`src/rtl/switch_out_arb.sv`:
```
// switch_out_arb: round-robin drain of four switch output ports into one
// byte-stream sink. Packets are DA, SA, LEN, LEN payload bytes, FCS.
// Per-port completed-packet counters are built only when the macro
// SWITCH_OUT_ARB_STATS_EN is defined; otherwise pkt_cnt is tied to zero.
module switch_out_arb #(
    parameter int STATS_W = 16
) (
    input  logic                 clk,
    input  logic                 reset,
    input  logic                 ready_0,
    input  logic                 ready_1,
    input  logic                 ready_2,
    input  logic                 ready_3,
    input  logic [7:0]           port0,
    input  logic [7:0]           port1,
    input  logic [7:0]           port2,
    input  logic [7:0]           port3,
    output logic                 read_0,
    output logic                 read_1,
    output logic                 read_2,
    output logic                 read_3,
    input  logic                 sink_ready,
    output logic                 sink_valid,
    output logic [7:0]           sink_data,
    output logic                 sink_sop,
    output logic                 sink_eop,
    output logic [1:0]           sink_port,
    output logic                 pkt_err,
    output logic [4*STATS_W-1:0] pkt_cnt
);

    typedef enum logic [1:0] {IDLE, XFER, DRAIN} state_t;

    state_t          state;
    logic [1:0]      last_grant;
    logic [8:0]      rd_cnt;
    logic [8:0]      total;
    logic [8:0]      byte_idx;
    logic [3:0]      ready_v;
    logic [3:0]      read_v;
    logic [3:0][7:0] port_v;
    logic [7:0]      port_sel;
    logic            ready_sel;
    logic            len_now;
    logic [8:0]      total_eff;
    logic            rd_fire;
    logic            rd_last;
    logic            abort;
    logic            found;
    logic [1:0]      pick;
    logic [1:0]      cand;

    assign ready_v   = {ready_3, ready_2, ready_1, ready_0};
    assign port_v    = {port3, port2, port1, port0};
    assign port_sel  = port_v[sink_port];
    assign ready_sel = ready_v[sink_port];

    // The LEN byte is on the bus the cycle after read index 2; using it
    // directly lets the very next read compare against the final length.
    assign len_now   = sink_valid && (byte_idx == 9'd2);
    assign total_eff = len_now ? ({1'b0, port_sel} + 9'd4) : total;

    assign rd_fire = (state == XFER) && sink_ready && ready_sel && (rd_cnt < total_eff);
    assign rd_last = rd_fire && ((rd_cnt + 9'd1) == total_eff);
    assign abort   = (state == XFER) && !ready_sel && (rd_cnt < total_eff);

    assign read_v = rd_fire ? (4'b0001 << sink_port) : 4'b0000;
    assign {read_3, read_2, read_1, read_0} = read_v;

    // Source data arrives one cycle after the pop, so the sink sees it
    // straight from the port mux; gating keeps the bus at zero when idle.
    assign sink_data = sink_valid ? port_sel : 8'h00;
    assign sink_sop  = sink_valid && (byte_idx == 9'd0);
    assign sink_eop  = sink_valid && (byte_idx == (total_eff - 9'd1));

    // Round-robin search starting one past the last granted port
    always_comb begin
        found = 1'b0;
        pick  = 2'd0;
        cand  = 2'd0;
        for (int i = 1; i <= 4; i++) begin
            cand = last_grant + 2'(i);
            if (!found && ready_v[cand]) begin
                found = 1'b1;
                pick  = cand;
            end
        end
    end

    // Arbitration FSM plus read bookkeeping and registered sink strobes
    always_ff @(posedge clk or negedge reset) begin
        if (!reset) begin
            state      <= IDLE;
            last_grant <= 2'd3;
            rd_cnt     <= 9'd0;
            total      <= 9'd4;
            byte_idx   <= 9'd0;
            sink_valid <= 1'b0;
            sink_port  <= 2'd0;
            pkt_err    <= 1'b0;
        end else begin
            sink_valid <= rd_fire;
            pkt_err    <= abort;
            if (rd_fire) begin
                byte_idx <= rd_cnt;
                rd_cnt   <= rd_cnt + 9'd1;
            end
            if (len_now) total <= total_eff;
            case (state)
                IDLE: begin
                    rd_cnt <= 9'd0;
                    total  <= 9'd4;
                    if (found) begin
                        sink_port <= pick;
                        state     <= XFER;
                    end
                end
                XFER: begin
                    if (abort) begin
                        last_grant <= sink_port;
                        state      <= IDLE;
                    end else if (rd_last) begin
                        state <= DRAIN;
                    end
                end
                DRAIN: begin
                    last_grant <= sink_port;
                    state      <= IDLE;
                end
                default: state <= IDLE;
            endcase
        end
    end

`ifdef SWITCH_OUT_ARB_STATS_EN
    logic [3:0][STATS_W-1:0] cnt;

    // A packet completes in DRAIN; aborted packets never reach it
    always_ff @(posedge clk or negedge reset) begin
        if (!reset) cnt <= '0;
        else if (state == DRAIN) cnt[sink_port] <= cnt[sink_port] + STATS_W'(1);
    end

    assign pkt_cnt = cnt;
`else
    assign pkt_cnt = '0;
`endif

endmodule

```
`config.mk`:
```
export PLATFORM = sky130hd
export DESIGN_NAME = switch_out_arb
export DESIGN_NICKNAME = d
export VERILOG_FILES = /design/src/rtl/switch_out_arb.sv
export SDC_FILE = /design/constraint.sdc
export NUM_CORES = 1
export LEC_CHECK = 0
export ABC_AREA = 1
export CAP_MARGIN = 20
export CORE_MARGIN = 2
export CORE_UTILIZATION = 70
export CTS_BUF_LIST = sky130_fd_sc_hd__clkbuf_4
export CTS_CLUSTER_DIAMETER = 80
export DETAILED_ROUTE_END_ITERATION = 8
export DONT_BUFFER_PORTS = 1
export PLACE_DENSITY = 0.83
export SETUP_SLACK_MARGIN = 0.02
export SYNTH_ARGS = -nofsm -noshare
export SYNTH_HDL_FRONTEND = slang
export SYNTH_SLANG_ARGS = --single-unit
```
`constraint.sdc`:
```
create_clock -name clk -period 6.2 [get_ports clk]
set_input_delay 0.62 -clock clk [delete_from_list [all_inputs] [get_ports clk]]
set_output_delay 0.62 -clock clk [all_outputs]
set_load 0.03 [all_outputs]
```
==> key figures <==
Setup path
  • CP most frequent cell: nand2_1
  • Worst Path Required: 5.58 ns
  • Startpoint Class: flop
  • Crit Path Class: reg2out
  • Worst R2R Start: sink_port[0]$_DFFE_PN0P_
  • Slowest CP cell: dfrtp_1
  • Critical path's top delay family: simple AND/OR/NAND/NOR gates
  • CP max stage delay: between 0.9 and 1 ns
  • Crit. End Element: primary output
  • Critical path buffer and inverter count: 3
  • CP Launch Point: sink_port[0]$_DFFE_PN0P_
  • Worst EP arrival: ~4.3 ns
  • Critical Path, Cell by Cell: inv_2 > nand2_1 > nand2_1 > nand2_1 > nand2_2 > ha_1 > nand2_1 > inv_1 > nand2_1 > nand3_1 > nand2_1 > inv_1 > ha_1 > a21oi_1 > nand3_1 > nand2_2 > nand3_4 > nor2_1
  • CP Max Fanout: 28

Global route
  • Global-route wire length before repair: roughly 13000 µm
  • GRT Max-Usage Layer: met2
  • Largest net degree at the start of global routing: 33
  • Met3 Track Usage GR: 4.47%
  • GRT overflow: 0
  • GR Layer Usage met2: 50.4%
  • Met1 Use GR: 39.3%
  • Total GRT Usage: around 31%
  • Vias in the first global route: 2792
  • Initial antenna violation count: 0

Die
  • Die area: roughly 0.0055 mm²
  • Core area: 0.00475 mm²
  • Chip Height: 74.5 µm
  • Num rows: 25
  • Starting density of the core: 73.2%
  • Io pins: 121
  • Die X: 74.5 µm

Pwr
  • Pleak: approximately 1.9 nW
  • Sw power: slightly above 0.7 mW
  • Comb power frac: 59.7%
  • Power Density: 366 mW/mm²
  • Int Power: 0.513 mW
  • Sw frac: 57.9%
  • Sequential share of power: 29.9%
  • Clock power share: roughly a tenth
  • Worst IR Drop VDD: roughly 0.16 mV

CTS
  • Htree depth: 2
  • Clock tree from TritonCTS: done
  • Setup bufs post-CTS: 0
  • Worst-path clk slew: 0.12 ns
  • CTS sink cnt: 35
  • Max clock buf depth: 2
  • Post_cts resized: 0
  • Num CTS Buffers: 5
  • CTS root buffer: clkbuf_4
  • Clk_lat worst skew: 0.35 ns

Hold path
  • HP Class: in2async

Place
  • Area after DPL: 0.00326 mm²
  • RePlAce Congestion: approximately 1
  • DP Wirelength: 6750 µm
  • Buffers on Ports: 0

Synth
  • Yosys top cell area share: between 20% and 30%
  • Yosys top cell by area: dfrtp_1
  • Mapped Cells: 554
  • Primary FF master, synth: dfrtp_1
  • Most numerous cell in the Yosys netlist: nand2_1
  • Distinct cells, synth: 33
  • Mapped Area: 0.00348 mm²
  • Dominant cells by area after synthesis: dfrtp_1, nand2_1, buf_4, inv_1, nor2_1
  • Yosys reg bits: 35
  • Async S/R FF share, synth: 100%
  • Avg Cell Area, Syn: 6.28 µm²
  • Sequential cell area fraction in the yosys report: 25.3%
  • Syn. warnings: 0
  • List of most frequent post-synthesis cells: nand2_1, inv_1, buf_4
  • Post-synth EDFFs: 0

Timing
  • Setup Skew: 0.0129 ns
  • Period utilization: about four fifths
  • Fmax: 0.204 GHz
  • RSZ-0062 raised after global routing: false
  • Setup TNS: 0 ns
  • Final hold violation count: 0
  • Worst hold margin: 0.0805 ns
  • Final setup viols: 0
  • Post-layout min period: approximately 5 ns
  • Slew HR: 38.1%
  • Final Max Tran Viols: 0
  • Slew @ Worst Pin: 0.929 ns

Finish
  • NumNets Final: 599
  • ANT cells: 0
  • Area Overhead vs Synth: -4.17%
  • Fin area: ~0.0033 mm²
  • Share of layout cells above drive strength 1: 5.80%

Route
  • Routed Antenna Nets: 0
  • DR vias/cell: 5.23
  • Number of iterations in the first detailed-routing pass: 5
  • Initial DRC count: between 200 and 250
  • DR WL/cell: 13.7 µm
  • WL final: roughly 8500 µm
  • Vias: 3235
  • DRC: 0

Run status
  • Status: finished clean

Job
  • MaxCap Viol Count: 0
[layer usage]
layer | up-vias | part of all wire [%]
met4 | 0 | 3.7
li1 | 1593 | -
met2 | 167 | 46
met5 | - | 0
met3 | 27 | 7.6
met1 | 1448 | 42
[sequential cells by signal, indices dropped and copies added, names as in the netlist]
register / cells
rd_cnt: 9
pkt_err: 1
state: 2
total: 9
sink_valid: 1
byte_idx: 9
last_grant: 2
sink_port: 2
[per-stage QoR]
step	cells	worst slack, ns	total power, mW	utilization [%]
finish	619	1.30	1.22	70.1
floorplan	617	2.58	0.980	-
CTS	619	1.33	1.21	70.1
detailed placement	610	1.73	1.08	68.6
global placement	610	1.75	1.06	68.6
global route	619	0.913	1.32	70.1
[worst paths after layout]
kind / end / slack (ns) / cells past startpoint
min in group clk: byte_idx[8]$_DFFE_PN0P_ / 0.51 / 2
setup reg to reg: rd_cnt[4]$_DFFE_PN0P_ / 2.27 / 20
hold / removal: total[6]$_DFFE_PN0P_ / 0.08 / 1
setup / recovery: read_1 / 1.30 / 18
max in group asynchronous: byte_idx[0]$_DFFE_PN0P_ / 5.92 / 1
hold reg to reg: byte_idx[8]$_DFFE_PN0P_ / 0.51 / 2
[cell families (layout without fill, tap and decap cells)]
family                   Yosys count  in the layout  share of synthesized area [%]
XOR/XNOR                          12             12                           3.42
AO/OA/AOI/OAI                     45             45                           7.63
flip-flops                        35             35                           25.3
AND/OR/NAND/NOR                  304            304                           36.6
other                              1             64                          0.108
multiplexers                       1              1                          0.288
buffers and inverters            147             82                           23.5
adder cells (fa/ha/maj)            9              9                           3.24
[placed cells by master (no fill, tap or decap), types with 3 or more instances in the layout]
cell type  count
xor2_1         9
nand3_1       44
o21ai_0       23
nor2_1        61
clkinv_1       3
o21ai_2        8
nor3_1         3
inv_1         69
ha_1           9
nand2_1      176
o21ai_1        3
conb_1        64
a21oi_1        7
clkbuf_4       6
dfstp_2        3
nand2_2        4
dfrtp_1       32
nand4_1        8
[repair_timing]
item | in CTS | in global routing
setup endpoints to repair | 0 | 0
hold buffers | 1 | 0
endpoints found under the hold margin | 32 | 0
[layout make-up]
| cell class | instances | area (µm²) |
|---|---|---|
| multi-input combinational | 435 | 2020 |
| fill | 464 | 1420 |
| sequential | 35 | 880 |
| inverter | 72 | 270 |
| tap | 67 | 83.8 |
| clock buffer | 6 | 45.0 |
| timing repair buffer | 2 | 27.5 |
| clock inverter | 2 | 7.51 |
[power by group through the flow]
stage,clock [mW],combinational (mW),sequential (mW)
final,0.126,0.728,0.365
after global routing,0.137,0.813,0.374
after CTS,0.128,0.716,0.364
after detailed placement,0,0.706,0.369
after global placement,0,0.692,0.365
after floorplan,0,0.651,0.329
(Power assumes the default switching activity.)
